[src/rtl/fifo_wr_arbiter.sv]
// Round-robin arbiter sharing one FIFO write port among N valid/ready producers.
// Optional FWA_BURST_EN: a winner may keep priority for up to MAX_BURST beats.
module fifo_wr_arbiter #(
    parameter int N         = 4,
    parameter int W         = 8,
    parameter int MAX_BURST = 4
) (
    input  logic             clk,
    input  logic             rst,
    input  logic [N-1:0]     req_valid_i,
    input  logic [N*W-1:0]   req_data_i,
    output logic [N-1:0]     req_ready_o,
    input  logic             fifo_full_i,
    output logic             fifo_wr_o,
    output logic [W-1:0]     fifo_d_o,
    output logic [2:0]       gnt_id_o,
    output logic             stall_o
);

    typedef enum logic [1:0] {
        IDLE  = 2'd0,
        BUSY  = 2'd1,
        STALL = 2'd2
    } state_t;

    if (N < 2 || N > 8 || MAX_BURST < 1 || MAX_BURST > 15) begin : g_bad_param
        $error("fifo_wr_arbiter: parameter out of range");
    end

    state_t      state_q, state_d;
    logic [2:0]  ptr_q, ptr_d;
    logic [2:0]  gnt_q, gnt_d;

    logic [7:0]  vld_pad;
    logic [W-1:0] dat [8];
    logic [2:0]  win;
    logic [2:0]  win_nxt;
    logic        any_vld;
    logic        grant;
    logic [3:0]  idx;

    // Pad to 8 lanes so a 3-bit winner index is always in range.
    assign vld_pad = 8'(req_valid_i);

    for (genvar g = 0; g < 8; g++) begin : g_dat
        if (g < N) begin : g_used
            assign dat[g] = req_data_i[g*W +: W];
        end else begin : g_pad
            assign dat[g] = '0;
        end
    end

    // Scan downward so the lane closest to ptr is the last one assigned.
    always_comb begin
        win     = '0;
        any_vld = 1'b0;
        idx     = '0;
        for (int k = N - 1; k >= 0; k--) begin
            idx = {1'b0, ptr_q} + 4'(k);
            if (idx >= 4'(N)) begin
                idx = idx - 4'(N);
            end
            if (vld_pad[idx[2:0]]) begin
                win     = idx[2:0];
                any_vld = 1'b1;
            end
        end
    end

    assign grant   = rst & any_vld & ~fifo_full_i;
    assign win_nxt = (win == 3'(N - 1)) ? 3'd0 : win + 3'd1;

    always_comb begin
        req_ready_o = '0;
        for (int i = 0; i < N; i++) begin
            req_ready_o[i] = grant && (win == 3'(i));
        end
    end

    assign fifo_wr_o = grant;
    assign fifo_d_o  = grant ? dat[win] : '0;
    assign gnt_id_o  = gnt_q;
    assign stall_o   = (state_q == STALL);

`ifdef FWA_BURST_EN
    logic [3:0] cnt_q, cnt_d, cnt_eff;

    always_comb begin
        cnt_d   = cnt_q;
        ptr_d   = ptr_q;
        gnt_d   = gnt_q;
        cnt_eff = (win == gnt_q) ? cnt_q : 4'd0;
        if (grant) begin
            gnt_d = win;
            if ({1'b0, cnt_eff} + 5'd1 < 5'(MAX_BURST)) begin
                ptr_d = win;
                cnt_d = cnt_eff + 4'd1;
            end else begin
                ptr_d = win_nxt;
                cnt_d = '0;
            end
        end else if (!any_vld) begin
            cnt_d = '0;
        end
    end

    always_ff @(posedge clk) begin
        if (!rst) begin
            cnt_q <= '0;
        end else begin
            cnt_q <= cnt_d;
        end
    end
`else
    always_comb begin
        ptr_d = ptr_q;
        gnt_d = gnt_q;
        if (grant) begin
            ptr_d = win_nxt;
            gnt_d = win;
        end
    end
`endif

    // Transitions depend only on this cycle's request/full picture.
    always_comb begin
        state_d = state_q;
        if (!any_vld) begin
            state_d = IDLE;
        end else if (fifo_full_i) begin
            state_d = STALL;
        end else begin
            state_d = BUSY;
        end
    end

    always_ff @(posedge clk) begin
        if (!rst) begin
            state_q <= IDLE;
            ptr_q   <= '0;
            gnt_q   <= '0;
        end else begin
            state_q <= state_d;
            ptr_q   <= ptr_d;
            gnt_q   <= gnt_d;
        end
    end

endmodule

[config.mk]
export PLATFORM = sky130hd
export DESIGN_NAME = fifo_wr_arbiter
export DESIGN_NICKNAME = d
export VERILOG_FILES = /design/src/rtl/fifo_wr_arbiter.sv
export SDC_FILE = /design/constraint.sdc
export NUM_CORES = 1
export LEC_CHECK = 0
export ABC_AREA = 1
export CORE_ASPECT_RATIO = 1.4
export CORE_UTILIZATION = 40
export CTS_CLUSTER_DIAMETER = 40
export CTS_CLUSTER_SIZE = 20
export DETAILED_ROUTE_END_ITERATION = 8
export GPL_TIMING_DRIVEN = 0
export PLACE_DENSITY = 0.82
export SYNTH_ARGS = -nofsm -noshare
export SYNTH_HDL_FRONTEND = slang
export SYNTH_SLANG_ARGS = --single-unit
[constraint.sdc]
create_clock -name clk -period 5.1 [get_ports clk]
set_input_delay 1.02 -clock clk [delete_from_list [all_inputs] [get_ports clk]]
set_output_delay 1.02 -clock clk [all_outputs]
set_load 0.02 [all_outputs]
==> flow_summary.json <==
{
  "clockBufferDepth": 2,
  "fillers": 226,
  "avgSynthCellArea_sq_um": 5.97,
  "cts_buffers": 3,
  "drive_gt1_share_pct": 15.0,
  "holdCritPathClass": "flip-flop to flip-flop",
  "die_y_um": 62.5,
  "cts_tree": "done",
  "antenna_found_initial": 0,
  "rsz0062_at_grt": "no",
  "start_util_pct": 42.8,
  "synth_area_leaders": "nand2_1 16%, dfxtp_1 15%, inv_1 11%",
  "grt_max_degree": 12,
  "diodes": 0,
  "detailed_place_hpwl_mm": 2.16,
  "yosys.area.top_type": "nand2_1",
  "cts_resized": 0,
  "vias": 1235,
  "critPathMaxFanout": 11,
  "powerDensity_nw_per_um2": 225,
  "area_growth_pct": 58.9,
  "grt_pass1_wl_mm": 4.49,
  "wl_mm": 2.56,
  "setup-tns-final_ps": 0,
  "ys_warn_count": 0,
  "slew-limit-headroom_pct": 79.6,
  "path_clk_slew_ps": 50,
  "synth_fa_ha_area_share_pct": 7.19,
  "status": "completed",
  "fin_crit_ps": 4320,
  "peakVddDrop_uv": 140,
  "crit_type": "primary input to primary output",
  "track_usage_pct": 20.3,
  "fin_cells": 267,
  "end_kind": "primary output",
  "place_area_sq_um": 1640,
  "tightest_slew_ps": 305,
  "synth-seq-cells": 8,
  "clk_latency_ps": 250,
  "grt-ovfl-total": 0,
  "maxCapViolations": 0,
  "timing.fmax_mhz": 231,
  "synth-simple-area-share_pct": 50.1,
  "critical_path_required_ps": 4080,
  "vias_per_cell": 4.63,
  "rows": 21,
  "port_buffers": 55,
  "grt_pass1_vias": 1201,
  "root_buffer": "clkbuf_4",
  "fin_total_pwr_w": 0.000374,
  "syn_inst": 175,
  "synth_top_family_by_area": "simple AND/OR/NAND/NOR gates",
  "cp-start-kind": "primary input",
  "synthArstFlopShare_pct": 0,
  "cp.arrival_ps": 3300,
  "period_share_pct": 84.8,
  "ys_types": 25,
  "cts_hold_buf": 0,
  "cts_max_level": 1,
  "synthMuxAreaShare_pct": 0,
  "synth_edf_count": 0,
  "postSynthNetCount": 220,
  "post_cts_buffers": 0,
  "gp_congestion": 0.848,
  "dp.cells": 264,
  "layout.nets": 280,
  "core_area_sq_um": 2440,
  "die_w_um": 45.2,
  "ys.flop_type": "dfxtp_1",
  "die-area_sq_um": 2820,
  "syn_area_sq_um": 1040,
  "ys_seq_area_share_pct": 15.3,
  "yosysTopAreaCellShare_pct": 15.8,
  "io_pins": 56,
  "cts_sinks": 8,
  "ant_nets": 0,
  "p_leak_nw": 0.831,
  "maxSlewViolCount": 0,
  "finClkSkew_ps": 0.408,
  "synth_xor_area_share_pct": 0,
  "hold_violations": 0,
  "synth_compound_area_share_pct": 8.98,
  "drt_iter0_markers": 15,
  "finalSetupViolations": 0,
  "drt_first_pass_iters": 4,
  "avgRoutedWirePerCell_um": 9.60,
  "fin_area_sq_um": 1660,
  "drc": 0
}
## cell usage in the layout, fill, tap and decap left out, drive strengths merged
| cell | synthesis | routed |
|---|---|---|
| dfxtp | 8 | 8 |
| a21boi | 1 | 1 |
| nand4 | 1 | 1 |
| inv | 38 | 38 |
| a21oi | 4 | 4 |
| o211ai | 7 | 7 |
| nand3b | 1 | 1 |
| nand3 | 25 | 25 |
| o21ai | 2 | 2 |
| clkbuf | 0 | 3 |
| or2 | 7 | 7 |
| ha | 6 | 6 |
| nor2 | 16 | 16 |
| nand2 | 54 | 54 |
| clkdlybuf4s50 | 0 | 55 |
| buf | 5 | 5 |
## cells by family (layout without fill, tap and decap cells)
family,Yosys count,in the layout
AOI/OAI and AO/OA,14,14
buffers and inverters,43,101
DFF,8,8
and+or+nand+nor,104,104
adders and majority gates,6,6
## per-layer routing
metal	wire (um)	vias to the layer above	share of wire [%]	GRT usage, %
li1	-	653	-	-
met1	988	535	39	19.7
met2	1420	43	55	40.0
met3	132	4	5.1	3.76
met4	25	0	0.98	5.68
met5	0	-	0	0
## power by group
part           switching [W]  internal (W)   total, W
registers         0.00000235     0.0000670  0.0000694
clock network      0.0000203     0.0000268  0.0000472
logic               0.000143      0.000114   0.000257
total               0.000165      0.000208   0.000374
## sequential cells by signal, indices dropped and copies added, names as in the netlist
| signal | count |
|---|---|
| gnt_id_o | 3 |
| state_q | 2 |
| ptr_q | 3 |
## worst max-delay path, cell delays in order
cell and delay [ps]:
clkdlybuf4s50_1 500, nand2_1 100, nand2_4 90, nand2_2 60, nand2_2 60, inv_2 30
nand2_1 50, nand2_1 60, nand2_2 80, nand2_2 90, buf_4 190, inv_1 90
ha_1 140, inv_1 40, nor2_1 90, clkdlybuf4s50_1 620
## cells in the mapped netlist (3+ instances only)
cell type,instances
dfxtp_1,8
buf_4,3
nand3_1,22
inv_2,5
nand2_2,8
nor2_1,12
inv_1,32
ha_1,6
nand2_1,44
or2_0,4
or2_2,3
a21oi_1,3
o211ai_1,7
## final cells by class
| class | count | area (sq um) | share of cell area [%] |
|---|---|---|---|
| clock buffer | 3 | 22.5 | 1.36 |
| buffer | 5 | 45.0 | 2.71 |
| tap | 34 | 42.5 | 2.56 |
| sequential | 8 | 160 | 9.65 |
| multi-input combinational | 124 | 692 | 41.7 |
| inverter | 38 | 148 | 8.89 |
| timing repair buffer | 55 | 551 | 33.2 |
## metrics by stage
step	setup WS [ps]	hold WS, ps	util (%)
floorplan	1820	459	-
global placement	783	441	67.0
detailed placement	767	451	67.0
CTS	758	459	67.9
global route	610	500	67.9
finish	776	454	67.9
## path summary, 6_finish.rpt
check / startpoint / endpoint / slack (ps) / cells past startpoint
worst max-delay path: req_valid_i[1] / req_ready_o[2] / 780 / 16
worst min-delay path: gnt_id_o[2] / gnt_id_o[2] / 450 / 2
worst max register to register: ptr_q[0] / ptr_q[1] / 2760 / 13
worst min register to register: gnt_id_o[2] / gnt_id_o[2] / 450 / 2
No activity file was read; power rests on OpenSTA's default activity.
